### src/rtl/atd_tracker_pkg.sv
// Shared types for the ATD block tracker: FSM states and credit-mode encoding.
package atd_tracker_pkg;

  typedef enum logic [1:0] {
    StIdle,
    StFill,
    StStream
  } state_e;

  localparam logic MODE_BLOCK  = 1'b0;
  localparam logic MODE_STREAM = 1'b1;

endpackage

### src/rtl/atd_block_tracker_if.sv
// Handshake/status bundle between the ATD deserialiser side and the block tracker.
interface atd_block_tracker_if #(
  parameter int unsigned BLOCK_BITS  = 128,
  parameter int unsigned MAX_PENDING = 4
);
  localparam int unsigned CntW  = $clog2(BLOCK_BITS);
  localparam int unsigned PendW = $clog2(MAX_PENDING + 1);

  logic             shift_enable;
  logic             data_taken;
  logic             flush;
  logic             stream_mode;
  logic             data_ready;
  logic [PendW-1:0] pending;
  logic [CntW-1:0]  bit_count;
  logic             primed;
  logic             block_done;
  logic             overflow;
  logic             underflow;

  modport master (
    output shift_enable, data_taken, flush, stream_mode,
    input  data_ready, pending, bit_count, primed, block_done, overflow, underflow
  );

  modport slave (
    input  shift_enable, data_taken, flush, stream_mode,
    output data_ready, pending, bit_count, primed, block_done, overflow, underflow
  );
endinterface

### src/rtl/atd_bit_counter.sv
// Modulo-BLOCK_BITS bit counter with chunk/block completion strobes for the current bit.
module atd_bit_counter #(
  parameter int unsigned BLOCK_BITS = 128,
  parameter int unsigned CHUNK_BITS = 16
) (
  input  logic                          clk,
  input  logic                          rst,
  input  logic                          i_en,
  input  logic                          i_clr,
  output logic [$clog2(BLOCK_BITS)-1:0] o_count,
  output logic                          o_chunk_evt,
  output logic                          o_block_evt
);
  localparam int unsigned CntW = $clog2(BLOCK_BITS);
  localparam logic [CntW-1:0] ChunkMask = CntW'(CHUNK_BITS - 1);
  localparam logic [CntW-1:0] BlockLast = CntW'(BLOCK_BITS - 1);

  logic [CntW-1:0] r_count;

  // Power-of-two block size: the natural wrap of r_count is the block boundary.
  always_ff @(posedge clk) begin
    if (rst || i_clr) begin
      r_count <= '0;
    end else if (i_en) begin
      r_count <= r_count + 1'b1;
    end
  end

  assign o_count     = r_count;
  assign o_chunk_evt = i_en && ((r_count & ChunkMask) == ChunkMask);
  assign o_block_evt = i_en && (r_count == BlockLast);

endmodule

### src/rtl/atd_block_tracker.sv
// ATD block tracker: FSM, saturating credit counter with take handshake, sticky error flags.
module atd_block_tracker
  import atd_tracker_pkg::*;
#(
  parameter int unsigned BLOCK_BITS  = 128,
  parameter int unsigned CHUNK_BITS  = 16,
  parameter int unsigned MAX_PENDING = 4
) (
  input logic                clk,
  input logic                rst,
  atd_block_tracker_if.slave bus
);
  localparam int unsigned PendW = $clog2(MAX_PENDING + 1);
  localparam logic [PendW-1:0] PendMax = PendW'(MAX_PENDING);

  state_e           r_state, w_state_nxt;
  logic             r_mode, w_mode_nxt;
  logic [PendW-1:0] r_pending, w_pend_nxt;
  logic             r_ovf, w_ovf_nxt;
  logic             r_unf, w_unf_nxt;
  logic             r_ready, r_primed, r_block_done;

  logic w_en, w_take, w_credit, w_chunk_evt, w_block_evt;

  // Flush discards any bit or take arriving in the same cycle.
  assign w_en   = bus.shift_enable && !bus.flush;
  assign w_take = bus.data_taken && !bus.flush;

  atd_bit_counter #(
    .BLOCK_BITS(BLOCK_BITS),
    .CHUNK_BITS(CHUNK_BITS)
  ) u_bit_counter (
    .clk        (clk),
    .rst        (rst),
    .i_en       (w_en),
    .i_clr      (bus.flush),
    .o_count    (bus.bit_count),
    .o_chunk_evt(w_chunk_evt),
    .o_block_evt(w_block_evt)
  );

  always_comb begin
    w_state_nxt = r_state;
    w_mode_nxt  = r_mode;
    unique case (r_state)
      StIdle: begin
        if (w_en) begin
          w_state_nxt = StFill;
          w_mode_nxt  = bus.stream_mode;
        end
      end
      StFill:   if (w_block_evt) w_state_nxt = StStream;
      StStream: w_state_nxt = StStream;
      default:  w_state_nxt = StIdle;
    endcase
    if (bus.flush) w_state_nxt = StIdle;
  end

  // A block event is also a chunk event, so one strobe covers both in streaming.
  assign w_credit = (r_state == StStream && r_mode == MODE_STREAM) ? w_chunk_evt : w_block_evt;

  always_comb begin
    w_pend_nxt = r_pending;
    w_ovf_nxt  = r_ovf;
    w_unf_nxt  = r_unf;
    if (w_credit && !w_take) begin
      if (r_pending == PendMax) w_ovf_nxt = 1'b1;
      else                      w_pend_nxt = r_pending + 1'b1;
    end else if (w_take && !w_credit) begin
      if (r_pending == '0) w_unf_nxt = 1'b1;
      else                 w_pend_nxt = r_pending - 1'b1;
    end
    if (bus.flush) begin
      w_pend_nxt = '0;
      w_ovf_nxt  = 1'b0;
      w_unf_nxt  = 1'b0;
    end
  end

  always_ff @(posedge clk) begin
    if (rst) begin
      r_state      <= StIdle;
      r_mode       <= MODE_BLOCK;
      r_pending    <= '0;
      r_ovf        <= 1'b0;
      r_unf        <= 1'b0;
      r_ready      <= 1'b0;
      r_primed     <= 1'b0;
      r_block_done <= 1'b0;
    end else begin
      r_state      <= w_state_nxt;
      r_mode       <= w_mode_nxt;
      r_pending    <= w_pend_nxt;
      r_ovf        <= w_ovf_nxt;
      r_unf        <= w_unf_nxt;
      r_ready      <= (w_pend_nxt != '0);
      r_primed     <= (w_state_nxt == StStream);
      r_block_done <= w_block_evt;
    end
  end

  assign bus.data_ready = r_ready;
  assign bus.pending    = r_pending;
  assign bus.primed     = r_primed;
  assign bus.block_done = r_block_done;
  assign bus.overflow   = r_ovf;
  assign bus.underflow  = r_unf;

endmodule

### src/flat_wrapper.sv
// flat-port wrapper written by rule: the top's interface ports become plain ports
module atd_block_tracker_flat import atd_tracker_pkg::*;
#(
  parameter int unsigned BLOCK_BITS  = 128,
  parameter int unsigned CHUNK_BITS  = 16,
  parameter int unsigned MAX_PENDING = 4
)
  (clk, rst, bus_shift_enable, bus_data_taken, bus_flush, bus_stream_mode, bus_data_ready, bus_pending, bus_bit_count, bus_primed, bus_block_done, bus_overflow, bus_underflow);
  atd_block_tracker_if #(.BLOCK_BITS(BLOCK_BITS), .MAX_PENDING(MAX_PENDING)) bus_i ();
  input logic clk;
  input logic rst;
  input wire logic [$bits(bus_i.shift_enable)-1:0] bus_shift_enable;
  input wire logic [$bits(bus_i.data_taken)-1:0] bus_data_taken;
  input wire logic [$bits(bus_i.flush)-1:0] bus_flush;
  input wire logic [$bits(bus_i.stream_mode)-1:0] bus_stream_mode;
  output wire logic [$bits(bus_i.data_ready)-1:0] bus_data_ready;
  output wire logic [$bits(bus_i.pending)-1:0] bus_pending;
  output wire logic [$bits(bus_i.bit_count)-1:0] bus_bit_count;
  output wire logic [$bits(bus_i.primed)-1:0] bus_primed;
  output wire logic [$bits(bus_i.block_done)-1:0] bus_block_done;
  output wire logic [$bits(bus_i.overflow)-1:0] bus_overflow;
  output wire logic [$bits(bus_i.underflow)-1:0] bus_underflow;
  assign bus_i.shift_enable = bus_shift_enable;
  assign bus_i.data_taken = bus_data_taken;
  assign bus_i.flush = bus_flush;
  assign bus_i.stream_mode = bus_stream_mode;
  assign bus_data_ready = bus_i.data_ready;
  assign bus_pending = bus_i.pending;
  assign bus_bit_count = bus_i.bit_count;
  assign bus_primed = bus_i.primed;
  assign bus_block_done = bus_i.block_done;
  assign bus_overflow = bus_i.overflow;
  assign bus_underflow = bus_i.underflow;
  atd_block_tracker #(.BLOCK_BITS(BLOCK_BITS), .CHUNK_BITS(CHUNK_BITS), .MAX_PENDING(MAX_PENDING)) u_core (.clk(clk), .rst(rst), .bus(bus_i));
endmodule
### config.mk
export PLATFORM = sky130hd
export DESIGN_NAME = atd_block_tracker_flat
export DESIGN_NICKNAME = d
export VERILOG_FILES = /design/src/rtl/atd_tracker_pkg.sv /design/src/rtl/atd_block_tracker_if.sv /design/src/rtl/atd_bit_counter.sv /design/src/rtl/atd_block_tracker.sv /design/src/flat_wrapper.sv
export SDC_FILE = /design/constraint.sdc
export NUM_CORES = 1
export LEC_CHECK = 0
export CORE_MARGIN = 2
export CORE_UTILIZATION = 47
export DETAILED_ROUTE_END_ITERATION = 16
export GPL_ROUTABILITY_DRIVEN = 0
export GPL_TIMING_DRIVEN = 0
export PLACE_DENSITY_LB_ADDON = 0.12
export SLEW_MARGIN = 20
export SYNTH_ARGS = -nofsm -noshare
export SYNTH_HDL_FRONTEND = slang
export SYNTH_SLANG_ARGS = --single-unit
### constraint.sdc
create_clock -name clk -period 2.4 [get_ports clk]
set_clock_uncertainty 0.05 [all_clocks]
set_input_delay 0.72 -clock clk [delete_from_list [all_inputs] [get_ports clk]]
set_output_delay 0.72 -clock clk [all_outputs]
set_load 0.02 [all_outputs]
**Word-level counts from Yosys, hierarchy flattened**

Index checks and enable logic that the tools add are counted.

- Output and inout port bits: 15
- Bits in registers: 18
- Logic and storage cells: 47

- Reduce and logical (&&, ||, !) cells: 18
- Add/subtract/negate cells: 3
- Eq/ne operators: 6
- Mux-type cells: 10
- Bitwise logic cells: 1

Operators with widths:

| cell | count |
|---|---|
| $mux 3 | 5 |
| $add 7x1->7 const B | 1 |
| $eq 7x7->1 const B | 1 |
| $logic_and 1x1->1 | 7 |
| $mux 2 | 3 |
| $pmux 2 s3 | 1 |
| $eq 2x2->1 const B | 2 |
| $eq 4x4->1 const B | 1 |
| $reduce_and 2->1 | 2 |
| $add 3x1->3 const B | 1 |
| $eq 3x3->1 const B | 1 |
| $logic_not 1->1 | 3 |
| $logic_not 3->1 | 1 |
| $reduce_and 3->1 | 1 |
| $reduce_bool 3->1 | 1 |
| $sub 3x1->3 const B | 1 |
| $eq 2x1->1 const B | 1 |
| $logic_not 2->1 | 1 |
| $reduce_or 2->1 | 1 |
| $logic_or 1x1->1 | 1 |
| $mux 1 | 1 |
| $not 1->1 | 1 |

**Longest topological paths before layout**

- Depth after elaboration: 10
- Mapped depth: 8

**Hierarchy**

From an unflattened synthesis, not the netlist that was laid out.

- Cells, all modules: 96
- Area total of the unflattened synthesis: 872.1 um2

By module, submodules not included:

| module | times used | area an instance (um2) | cells an instance |
|---|---|---|---|
| atd_block_tracker | 1 | 563.0 | 62 |
| atd_bit_counter | 1 | 309.0 | 34 |

**Worst setup path before layout**

No wires, ideal clock.

- Path kind: input-to-reg
- Start: in bus_flush
- End: reg u_core.r_ready, in the netlist u_core.bus.data_ready
- Path slack: 0.363 ns
- Setup time: 0.120 ns
- Path buffers: 0
- Stages on the path: 6
- Data arrival time: 1.867 ns
- Path through: and4b_1 o211a_4 or2_1 a22oi_2 xnor2_1 a211o_1

- Word-level cells in the longest chain between the ends: 10
- Elaborated cells between the ends (all ways): 14
- Those cells by class: 4 x mux; 10 x reduce/logical

RTL lines:

| what | line | RTL |
|---|---|---|
| start: declaration | flat_wrapper.sv:14 | `input wire logic [$bits(bus_i.flush)-1:0] bus_flush;` |
| $logic_not 1->1 | atd_block_tracker.sv:26, atd_block_tracker.sv:27 |  |
| $logic_and 1x1->1 | atd_block_tracker.sv:26 | `assign w_en = bus.shift_enable && !bus.flush;` |
| $logic_and 1x1->1, on equally long branches | atd_bit_counter.sv:31, atd_bit_counter.sv:30 |  |
| $mux 1 | atd_block_tracker.sv:60 | `assign w_credit = (r_state == StStream && r_mode == MODE_STREAM) ? w_chunk_evt : w_block_evt;` |
| $logic_not 1->1 | atd_block_tracker.sv:69 | `end else if (w_take && !w_credit) begin` |
| $logic_and 1x1->1 | atd_block_tracker.sv:69 |  |
| $mux 3 | atd_block_tracker.sv:69 |  |
| $mux 3 | atd_block_tracker.sv:66 | `if (w_credit && !w_take) begin` |
| $mux 3 * | atd_block_tracker.sv:73 | `if (bus.flush) begin` |
| $reduce_bool 3->1 * | atd_block_tracker.sv:96 | `r_ready <= (w_pend_nxt != '0);` |
| end signal: assignment | atd_block_tracker.sv:96 |  |
| end: declaration | atd_block_tracker.sv:21 | `logic r_ready, r_primed, r_block_done;` |

Every way passes the cells marked *; elsewhere a longest branch is shown, timed or not.
A chain may end at the register's enable or synchronous reset.

**Worst setup path in the final report**

- Start: in bus_data_taken
- End: reg u_core.r_ready, in the netlist u_core.bus.data_ready

- Word-level cells in the longest chain between the ends: 6
- Elaborated cells between the ends (all ways): 8
- Those cells by class: 3 x mux; 5 x reduce/logical

RTL lines:

| what | line | RTL |
|---|---|---|
| start: declaration | flat_wrapper.sv:13 | `input wire logic [$bits(bus_i.data_taken)-1:0] bus_data_taken;` |
| $logic_and 1x1->1 * | atd_block_tracker.sv:27 | `assign w_take = bus.data_taken && !bus.flush;` |
| $logic_and 1x1->1 / $logic_not 1->1 (equally long branches) | atd_block_tracker.sv:69, atd_block_tracker.sv:66 |  |
| $mux 3 / $logic_and 1x1->1 (equally long branches) | atd_block_tracker.sv:69, atd_block_tracker.sv:66 |  |
| $mux 3 * | atd_block_tracker.sv:66 |  |
| $mux 3 * | atd_block_tracker.sv:73 |  |
| $reduce_bool 3->1 * | atd_block_tracker.sv:96 |  |

Marked as above.

==> impl_metrics.prom <==
# TYPE chip_impl_metric gauge
chip_impl_metric{name="smallest_hold_slack",unit="ns"} 0.432
chip_impl_metric{name="syn_area_per_cell",unit="um^2"} 9.11
chip_impl_metric{name="row_count",unit=""} 15
chip_impl_info{name="critPathSlowestCell",value="sky130_fd_sc_hd__clkdlybuf4s50_1"} 1
chip_impl_metric{name="maxSlewViolCount",unit=""} 0
chip_impl_metric{name="final.setup.worst_slack",unit="ns"} 0.177
chip_impl_metric{name="finish.instance_area",unit="mm^2"} 0.00114
chip_impl_metric{name="grt_pass1_wl",unit="um"} 3000
chip_impl_metric{name="power.leakage",unit="uW"} 0.000480
chip_impl_metric{name="grt_max_degree",unit=""} 11
chip_impl_metric{name="fillCellCount",unit=""} 148
chip_impl_info{name="run_status",value="finished, final reports clean"} 1
chip_impl_metric{name="die_w",unit="um"} 46.9
chip_impl_metric{name="detailed_place_hpwl",unit="um"} 1360
chip_impl_metric{name="globalRouteTotalUtil",unit="%"} 19.3
chip_impl_metric{name="worstSkewPairLatency",unit="ns"} 0.29
chip_impl_metric{name="clock_network_fraction_of_design_power",unit="%"} 35.3
chip_impl_metric{name="clock_tree.htree_level_count",unit=""} 1
chip_impl_info{name="netlist.top_cell.by_area",value="sky130_fd_sc_hd__dfxtp_1"} 1
chip_impl_metric{name="transition_time_at_the_pin_with_the_least_slew_margin",unit="ns"} 0.468
chip_impl_metric{name="share_seq_of_total_power",unit="%"} 57.6
chip_impl_info{name="critical_path_class",value="in -> reg"} 1
chip_impl_metric{name="detail_route.wirelength",unit="um"} 1830
chip_impl_info{name="synth.area.top_cells",value="sky130_fd_sc_hd__dfxtp_1, sky130_fd_sc_hd__nor2_1, sky130_fd_sc_hd__ha_1"} 1
chip_impl_metric{name="antenna_found_initial",unit=""} 0
chip_impl_metric{name="power.switching_fraction",unit="%"} 22.0
chip_impl_metric{name="power.share.combinational",unit="%"} 7.1
chip_impl_metric{name="clk_transition_reported_paths",unit="ns"} 0.11
chip_impl_info{name="clock_tree_root_buffer_cell",value="sky130_fd_sc_hd__clkbuf_4"} 1
chip_impl_metric{name="postLayoutCoreUtil",unit="%"} 66.3
chip_impl_metric{name="overflow",unit=""} 0
chip_impl_metric{name="grt_pass1_vias",unit=""} 670
chip_impl_info{name="setup.worst_path.start_class",value="primary input"} 1
chip_impl_metric{name="total_i_o_pin_count",unit=""} 21
chip_impl_metric{name="synth.ff_latch_count",unit=""} 18
chip_impl_metric{name="numCtsBuffers",unit=""} 3
chip_impl_metric{name="met1Wirelength",unit="um"} 899
chip_impl_metric{name="timing.final.crit_share",unit="%"} 92.6
chip_impl_info{name="hp-class",value="reg -> reg"} 1
chip_impl_metric{name="pre_cts_setup_slack",unit="ns"} -0.299
chip_impl_metric{name="synth.top_cell.area_share",unit="%"} 41.6
chip_impl_metric{name="layout_min_cycle_time",unit="ns"} 2.22
chip_impl_metric{name="postCtsSetupRepairBufs",unit=""} 0
chip_impl_metric{name="critical_path_peak_fanout",unit=""} 9
chip_impl_metric{name="detailed_place.area",unit="mm^2"} 0.00110
chip_impl_metric{name="finalSetupViolations",unit=""} 0
chip_impl_metric{name="timing.final.hold_violations",unit=""} 0
chip_impl_info{name="top_layer_used",value="met3"} 1
chip_impl_metric{name="power_density",unit="mW/mm^2"} 462
chip_impl_metric{name="core_area",unit="mm^2"} 0.00173
chip_impl_metric{name="post_drt_via_cell_ratio",unit=""} 5.16
chip_impl_metric{name="maxClockFrequency",unit="MHz"} 450
chip_impl_metric{name="synth_warn",unit=""} 0
chip_impl_metric{name="vias",unit=""} 743
chip_impl_metric{name="drt-initial-drc-count",unit=""} 6
chip_impl_metric{name="cts.path.max_buffers",unit=""} 2
chip_impl_metric{name="route.detailed.wl_per_inst",unit="um"} 12.7
chip_impl_metric{name="timing.critical_path.arrival",unit="ns"} 2.42
chip_impl_info{name="tritoncts",value="yes"} 1
chip_impl_metric{name="timing.critical_path.required",unit="ns"} 2.59
chip_impl_metric{name="power",unit="uW"} 529
chip_impl_metric{name="met3_length",unit="um"} 60
chip_impl_metric{name="antenna_cells_inserted",unit=""} 0
chip_impl_info{name="rsz0062_at_grt",value="no"} 1
chip_impl_metric{name="synth_fp_nets",unit=""} 105
chip_impl_metric{name="start_util",unit="%"} 50.1
chip_impl_metric{name="cap_viol_max_count",unit=""} 0
chip_impl_metric{name="clkSinkCount",unit=""} 18
chip_impl_metric{name="detail_route.first_pass.iterations",unit=""} 4
chip_impl_metric{name="switchingPower",unit="uW"} 116
chip_impl_metric{name="die_y",unit="um"} 46.9
chip_impl_metric{name="synth_cell_type_count",unit=""} 33
chip_impl_metric{name="syn-instance-count",unit=""} 95
chip_impl_metric{name="vdd_drop_max",unit="mV"} 0.295
chip_impl_metric{name="met2RoutedLength",unit="um"} 864
chip_impl_info{name="worstPathCellList",value="clkdlybuf4s50_1 -> nand2b_1 -> clkbuf_1 -> or2_2 -> a2111oi_0 -> a31o_2 -> a211o_1"} 1
chip_impl_metric{name="finish.net_count",unit=""} 130
chip_impl_metric{name="remaining_drc_errors",unit=""} 0
chip_impl_info{name="layout.cells.most_common_list",value="sky130_fd_sc_hd__nor2_1, sky130_fd_sc_hd__clkdlybuf4s50_1, sky130_fd_sc_hd__dfxtp_1"} 1
chip_impl_metric{name="detail-route-antenna-nets",unit=""} 0
chip_impl_metric{name="dieArea",unit="mm^2"} 0.00220
chip_impl_info{name="timing.critical_path.to_type",value="register"} 1
chip_impl_metric{name="holdBufCountCts",unit=""} 0
chip_impl_info{name="mostFrequentLayoutCell",value="sky130_fd_sc_hd__nor2_1"} 1
chip_impl_metric{name="place.port_buffers",unit=""} 20
chip_impl_metric{name="fraction_of_layout_cells_with_a_size_suffix_above_1",unit="%"} 10.1
chip_impl_metric{name="areaGrowthSynthToFinish",unit="%"} 32.2
chip_impl_metric{name="internal-power",unit="uW"} 413
chip_impl_metric{name="synth_sequential_area_ratio",unit="%"} 41.6
chip_impl_metric{name="timing.max_slew.rel_slack",unit="%"} 68.8
chip_impl_metric{name="worst_path_largest_cell_delay",unit="ns"} 0.46
chip_impl_metric{name="synth.cell_area",unit="um^2"} 866
## registers in the layout, indices dropped and copies added, names as in the netlist
register	flops
u_core.u_bit_counter.o_count	7
u_core.bus.pending	3
u_core.r_state	2
u_core.bus.block_done	1
u_core.bus.data_ready	1
u_core.bus.overflow	1
u_core.bus.primed	1
u_core.bus.underflow	1
u_core.r_mode	1
## power by group through the flow
stage	clock network, uW	registers, uW	logic (uW)
after floorplan	0	313	17.1
after global placement	0	312	36.3
after detailed placement	0	312	37.5
after CTS	188	305	37.7
after global routing	204	305	41.8
final	187	305	37.3
## final cells by class
cell class,instances,area (um^2),share of cell area (%)
timing repair buffer,20,205,17.9
multi-input combinational,69,482,42.1
sequential,18,360,31.5
clock buffer,4,36.3,3.17
tap,25,31.3,2.73
buffer,4,15.0,1.31
inverter,4,15.0,1.31
## per-stage QoR
stage | setup TNS (ns) | instances
final | 0 | 144
after CTS | 0 | 144
after global placement | -1.15 | 140
after global routing | 0 | 144
after floorplan | 0 | 95
after detailed placement | -1.38 | 140
## worst paths after layout
check	from	endpoint	slack (ns)	depth (start not counted)
setup / recovery	bus_data_taken	u_core.bus.data_ready$_SDFF_PP0_	0.18	7
hold / removal	u_core.bus.underflow$_SDFFE_PP0P_	u_core.bus.underflow$_SDFFE_PP0P_	0.43	2
setup reg to reg	u_core.r_state[0]$_SDFF_PP0_	u_core.bus.data_ready$_SDFF_PP0_	0.52	6
hold reg to reg	u_core.bus.underflow$_SDFFE_PP0P_	u_core.bus.underflow$_SDFFE_PP0P_	0.43	2
## worst max-delay path, delay by kind of cell
| family | cells | cell delay [ns] |
|---|---|---|
| AOI/OAI and AO/OA | 3 | 0.68 |
| buffers and inverters | 2 | 0.65 |
| and+or+nand+nor | 2 | 0.36 |
## cell usage after synthesis
library cell,number
sky130_fd_sc_hd__and3b_1,1
sky130_fd_sc_hd__nand3_1,1
sky130_fd_sc_hd__nor4b_1,1
sky130_fd_sc_hd__xor2_1,4
sky130_fd_sc_hd__a41o_1,1
sky130_fd_sc_hd__and2_1,1
sky130_fd_sc_hd__and4b_1,1
sky130_fd_sc_hd__nand2b_1,1
sky130_fd_sc_hd__a22oi_2,1
sky130_fd_sc_hd__a31o_2,1
sky130_fd_sc_hd__nor2b_1,2
sky130_fd_sc_hd__xnor2_1,4
sky130_fd_sc_hd__a211o_1,1
sky130_fd_sc_hd__nor3b_1,1
sky130_fd_sc_hd__nor3_1,2
sky130_fd_sc_hd__dfxtp_1,18
sky130_fd_sc_hd__nand2_1,1
sky130_fd_sc_hd__and2_2,1
sky130_fd_sc_hd__ha_1,4
sky130_fd_sc_hd__or2_2,2
sky130_fd_sc_hd__or2_1,2
sky130_fd_sc_hd__a41oi_1,1
sky130_fd_sc_hd__a31oi_1,1
sky130_fd_sc_hd__nor2_1,19
sky130_fd_sc_hd__and3_1,3
sky130_fd_sc_hd__o211a_4,1
sky130_fd_sc_hd__a211oi_1,1
sky130_fd_sc_hd__a21oi_1,2
sky130_fd_sc_hd__clkbuf_1,4
sky130_fd_sc_hd__nand4_1,4
sky130_fd_sc_hd__inv_1,4
sky130_fd_sc_hd__a2111oi_0,1
sky130_fd_sc_hd__mux2i_1,3
## repair_timing
action	CTS	global route
endpoints found under the hold margin	0	0
gates resized for setup	0	4
endpoints found under the setup margin	0	3
## layer usage
metal / GRT usage, % / up-vias
met3: 5.00 / 0
met4: 5.56 / 0
met1: 26.7 / 349
li1: - / 380
met2: 29.9 / 14
met5: 0 / -
## kinds of logic after synthesis
| logic type | synth area share, % |
|---|---|
| buffers and inverters | 3.47 |
| muxes | 3.47 |
| and+or+nand+nor | 26.2 |
| DFF | 41.6 |
| AOI/OAI and AO/OA | 11.4 |
| adders and majority gates | 5.78 |
| xor gates and xnor gates | 8.09 |
(Power assumes the default switching activity.)
